<file path="config.mk">
export PLATFORM = sky130hd
export DESIGN_NAME = bus_xfer_sched
export DESIGN_NICKNAME = d
export VERILOG_FILES = /design/src/rtl/bus_xfer_sched.sv
export SDC_FILE = /design/constraint.sdc
export NUM_CORES = 1
export LEC_CHECK = 0
export ABC_AREA = 1
export BUFFER_PORTS_ARGS = -buffer_cell sky130_fd_sc_hd__buf_2
export CORE_MARGIN = 3
export CORE_UTILIZATION = 45
export DETAILED_ROUTE_END_ITERATION = 16
export PLACE_DENSITY = 0.68
export SYNTH_ARGS = -nofsm -noshare
export SYNTH_HDL_FRONTEND = slang
export SYNTH_SLANG_ARGS = --single-unit
</file>
<file path="constraint.sdc">
create_clock -name clk_i -period 2.1 [get_ports clk_i]
set_input_delay 0.42 -clock clk_i [delete_from_list [all_inputs] [get_ports clk_i]]
set_output_delay 0.42 -clock clk_i [all_outputs]
set_load 0.01 [all_outputs]
</file>
<file path="src/rtl/bus_xfer_sched.sv">
// Single-transfer bus scheduler: waits for a free destination, pops the brq head, drives a fixed grant tenure.
// Optional WAIT-cycle stall counter is built only when BXS_STALL_CNT_EN is defined.
module bus_xfer_sched #(
   parameter int XFER_BEATS = 4,
   parameter int WAIT_LIMIT = 32
) (
   input  logic        clk_i,
   input  logic        clr_n_i,
   input  logic        req_ready_i,
   input  logic [3:0]  send_out_i,
   input  logic [3:0]  dest_out_i,
   input  logic [15:0] free_i,
   output logic        pull_o,
   output logic [15:0] grant_send_o,
   output logic [15:0] grant_dest_o,
   output logic        bus_busy_o,
   output logic        beat_last_o,
   output logic        wait_timeout_o,
   output logic [15:0] stall_cycles_o
);

   localparam logic [3:0]  BEAT_LAST = 4'(XFER_BEATS - 1);
   localparam logic [15:0] WAIT_MAX  = 16'(WAIT_LIMIT);

   typedef enum logic [1:0] {
      S_IDLE = 2'd0,
      S_WAIT = 2'd1,
      S_XFER = 2'd2,
      S_GAP  = 2'd3
   } state_t;

   state_t      state_q, state_d;
   logic [3:0]  cur_send_q, cur_send_d;
   logic [3:0]  cur_dest_q, cur_dest_d;
   logic [15:0] wait_cnt_q, wait_cnt_d;
   logic [3:0]  beat_q, beat_d;
   logic        timeout_q, timeout_d;
   logic        pull_q, pull_d;
   logic        busy_q, busy_d;
   logic        beat_last_q, beat_last_d;
   logic [15:0] grant_send_q, grant_send_d;
   logic [15:0] grant_dest_q, grant_dest_d;
   logic        xfer_d;

   always_comb begin
      state_d    = state_q;
      cur_send_d = cur_send_q;
      cur_dest_d = cur_dest_q;
      case (state_q)
         S_IDLE: begin
            if (req_ready_i) begin
               cur_send_d = send_out_i;
               cur_dest_d = dest_out_i;
               state_d    = S_WAIT;
            end
         end
         S_WAIT: begin
            // A dropped head wins over a free destination: nothing is popped.
            if (!req_ready_i) begin
               state_d = S_IDLE;
            end else if (free_i[cur_dest_q]) begin
               state_d = S_XFER;
            end
         end
         S_XFER: begin
            if (beat_q == BEAT_LAST) begin
               state_d = S_GAP;
            end
         end
         S_GAP: begin
            state_d = S_IDLE;
         end
         default: begin
            state_d = S_IDLE;
         end
      endcase
   end

   // Counters and outputs are derived from the next state so every output is a flop.
   always_comb begin
      wait_cnt_d  = 16'd0;
      beat_d      = 4'd0;
      timeout_d   = timeout_q;
      pull_d      = 1'b0;
      busy_d      = 1'b0;
      beat_last_d = 1'b0;
      if (state_d == S_WAIT) begin
         if (state_q != S_WAIT) begin
            wait_cnt_d = 16'd1;
         end else if (wait_cnt_q == WAIT_MAX) begin
            wait_cnt_d = wait_cnt_q;
         end else begin
            wait_cnt_d = wait_cnt_q + 16'd1;
         end
         if (wait_cnt_d == WAIT_MAX) begin
            timeout_d = 1'b1;
         end
      end
      if (state_d == S_XFER) begin
         beat_d      = (state_q == S_XFER) ? beat_q + 4'd1 : 4'd0;
         pull_d      = (state_q != S_XFER);
         beat_last_d = (beat_d == BEAT_LAST);
      end
      busy_d = (state_d != S_IDLE);
   end

   assign xfer_d = (state_d == S_XFER);

   for (genvar gi = 0; gi < 16; gi++) begin : g_grant
      assign grant_send_d[gi] = xfer_d && (cur_send_d == 4'(gi));
      assign grant_dest_d[gi] = xfer_d && (cur_dest_d == 4'(gi));
   end

   always_ff @(posedge clk_i or negedge clr_n_i) begin
      if (!clr_n_i) begin
         state_q      <= S_IDLE;
         cur_send_q   <= 4'd0;
         cur_dest_q   <= 4'd0;
         wait_cnt_q   <= 16'd0;
         beat_q       <= 4'd0;
         timeout_q    <= 1'b0;
         pull_q       <= 1'b0;
         busy_q       <= 1'b0;
         beat_last_q  <= 1'b0;
         grant_send_q <= 16'd0;
         grant_dest_q <= 16'd0;
      end else begin
         state_q      <= state_d;
         cur_send_q   <= cur_send_d;
         cur_dest_q   <= cur_dest_d;
         wait_cnt_q   <= wait_cnt_d;
         beat_q       <= beat_d;
         timeout_q    <= timeout_d;
         pull_q       <= pull_d;
         busy_q       <= busy_d;
         beat_last_q  <= beat_last_d;
         grant_send_q <= grant_send_d;
         grant_dest_q <= grant_dest_d;
      end
   end

`ifdef BXS_STALL_CNT_EN
   logic [15:0] stall_q, stall_d;

   always_comb begin
      stall_d = stall_q;
      if ((state_d == S_WAIT) && (stall_q != 16'hFFFF)) begin
         stall_d = stall_q + 16'd1;
      end
   end

   always_ff @(posedge clk_i or negedge clr_n_i) begin
      if (!clr_n_i) begin
         stall_q <= 16'd0;
      end else begin
         stall_q <= stall_d;
      end
   end

   assign stall_cycles_o = stall_q;
`else
   assign stall_cycles_o = 16'h0000;
`endif

   assign pull_o         = pull_q;
   assign grant_send_o   = grant_send_q;
   assign grant_dest_o   = grant_dest_q;
   assign bus_busy_o     = busy_q;
   assign beat_last_o    = beat_last_q;
   assign wait_timeout_o = timeout_q;

endmodule
</file>
==> impl_metrics.tcl <==
set metrics [dict create \
    gp_congestion 0.845 \
    slew_viol_final 0 \
    htreeDepth 3 \
    yosys.area_share.simple_pct 33.9 \
    wl_per_cell_um 12.0 \
    min_period_over_period_pct 87.0 \
    antenna_found_initial 0 \
    period_needed_ns 1.83 \
    post_cts.repair.setup_buffers 0 \
    syn_area_um2 3300 \
    dieHeight_um 91.6 \
    firstDrtPassIters 5 \
    synth_xor_area_share_pct 0.532 \
    worstSetupPathType "reg -> reg" \
    p_leak_uw 0.00212 \
    p_switching_uw 1490 \
    portBuffers 62 \
    timing.hold.ws_ns 0.0814 \
    cp-end-kind "register" \
    place_inst 572 \
    clock_latency_ns 0.33 \
    wl_mm 7.08 \
    routed_via_density 4.70 \
    synthDistinctLibCells 30 \
    synth_top_area_share_pct 50.1 \
    rows 30 \
    hold_path.class "in -> async" \
    ioPinCount 79 \
    tns_ns 0 \
    required_ns 2.36 \
    crit_fanout 9 \
    hpwl_mm 5.33 \
    die-area_um2 8390 \
    drive_gt1_share_pct 20.1 \
    cts_resized 0 \
    fmax_mhz 548 \
    post-place-ws_ns 0.239 \
    stdcell_area_um2 3860 \
    intPower_uw 2380 \
    rsz0062_at_grt "no" \
    powerDensity_nw_per_um2 1000 \
    syn_inst 417 \
    insertedDiodeCount 0 \
    combPwrFrac_pct 32.6 \
    numCtsBuffers 9 \
    synth-async-reset-ratio_pct 100 \
    grt_max_degree 67 \
    grt_pass1_vias 2742 \
    drt_iter0_markers 145 \
    seqPwrFrac_pct 39.9 \
    root_buffer "clkbuf_8" \
    synthMuxAreaShare_pct 0 \
    place_area_um2 3650 \
    final_cell_mix "nor2_1, nand2_1, dfrtp_1, buf_2, inv_1" \
    synth_compound_area_share_pct 3.38 \
    area.growth.synth_to_final_pct 17.1 \
    cts_max_path_buffers 2 \
    drc 0 \
    setup_violations 0 \
    synth_top_family_by_area "simple AND/OR/NAND/NOR gates" \
    skew_ns 0.00936 \
    vias 2765 \
    ir_drop_uv 650 \
    p_clk_share_pct 27.5 \
    crit_path_start_kind "register" \
    synth_edf_count 0 \
    nets 517 \
    grt_use_total_pct 18.1 \
    synth_area_leaders "dfrtp_1, nor2_1, nand2_1, inv_1, nand3_1" \
    drv_cap 0 \
    outcome "finished clean" \
    synth_fa_ha_area_share_pct 1.14 \
    hold_violations 0 \
    synth_top_area_cell "dfrtp_1" \
    ys_warn_count 0 \
    ys_seq_elements 66 \
    cp_data_arrival_time_ns 2.08 \
    finalNonFillerCells 588 \
    overflow 0 \
    core_area_um2 6940 \
    path_clk_slew_ns 0.07 \
    swShare_pct 38.4 \
    grt_pass1_wl_mm 12.2 \
    cts_tree "yes" \
    antenna_left 0 \
    cts.hold.buffers_added 0 \
    yosysSeqAreaShare_pct 50.1 \
    synth_flop_cell "dfrtp_1" \
    start_util_pct 47.5 \
    synth_area_per_cell_um2 7.90 \
    fin_ws_ns 0.274 \
    die_w_um 91.6 \
    final_common_cell "nor2_1" \
    clock_sinks 66 \
]
-- critical path: stages (launching register included) --
cell     delay, ns
dfrtp_1       0.59
inv_8         0.07
nand2_1       0.08
nand3_1       0.07
nand3_1       0.10
nand3_2       0.09
nand2_1       0.14
a21oi_4       0.10
nor2_4        0.22
nand2_1       0.16
nor2_1        0.12
-- path summary, 6_finish.rpt --
check | cells after the start | startpoint | end | slack [ns]
min in group clk_i | 3 | send_out_i[2] | cur_send_q[2]$_DFF_PN0_ | 0.46
max reg2reg | 10 | cur_dest_q[0]$_DFF_PN0_ | grant_dest_o[3]$_DFF_PN0_ | 0.27
min | 2 | clr_n_i | beat_last_o$_DFF_PN0_ | 0.08
max in group asynchronous | 2 | clr_n_i | wait_timeout_o$_DFFE_PN0P_ | 1.73
min reg2reg | 2 | wait_timeout_o$_DFFE_PN0P_ | wait_timeout_o$_DFFE_PN0P_ | 0.49
max | 10 | cur_dest_q[0]$_DFF_PN0_ | grant_dest_o[3]$_DFF_PN0_ | 0.27
-- power groups by stage --
stage	Clock (uW)	Combinational [uW]	Sequential [uW]
after detailed placement	0	1260	1570
after global placement	0	1240	1560
after global routing	1160	1440	1560
after floorplan	0	984	1550
after CTS	1100	1270	1550
final	1060	1260	1550
-- registers in the layout, indices dropped and copies added (netlist names) --
register and cells:
beat_last_o 1, beat_q 4, bus_busy_o 1, cur_dest_q 4, cur_send_q 4, grant_dest_o 16
grant_send_o 16, pull_o 1, state_q 2, wait_cnt_q 16, wait_timeout_o 1
-- routing by layer --
| metal | global-route usage, % | wire length (um) | up-vias |
|---|---|---|---|
| met2 | 29.0 | 3400 | 65 |
| met5 | 0 | 0 | - |
| met3 | 5.88 | 453 | 0 |
| li1 | - | - | 1394 |
| met1 | 22.9 | 3220 | 1306 |
| met4 | 6.16 | 0 | 0 |
-- cell usage after synthesis, types with 2 or more instances --
| cell | count |
|---|---|
| nand4_1 | 7 |
| buf_4 | 17 |
| inv_1 | 51 |
| nor2_4 | 3 |
| a21o_1 | 2 |
| dfrtp_1 | 66 |
| nand2_2 | 2 |
| nand2_1 | 94 |
| or2_2 | 3 |
| buf_6 | 2 |
| nor3_1 | 4 |
| nor2_1 | 95 |
| ha_1 | 3 |
| o21ai_0 | 11 |
| nand3_2 | 4 |
| nor2_2 | 3 |
| a21oi_1 | 4 |
| nand3_1 | 34 |
-- kinds of logic (layout without fill, tap and decap cells) --
logic type      after synthesis  count (layout)
simple gates                254             254
buf+inv                      72             132
xor+xnor                      2               2
fa+ha+maj                     3               3
compound gates               19              19
flops                        66              66
other cells                   1              16
-- metrics by stage --
step / utilization, % / total power (uW)
CTS: 55.6 / 3910
global route: 55.6 / 4160
floorplan: - / 2540
detailed placement: 52.6 / 2830
finish: 55.6 / 3870
global placement: 52.6 / 2800
-- area by class of cell --
type	count	area [um2]
fill	653	3090
sequential	66	1650
multi-input combinational	294	1340
timing repair buffer	64	338
inverter	52	203
clock buffer	10	138
tap	96	120
clock inverter	6	66.3
(Power assumes the default switching activity.)
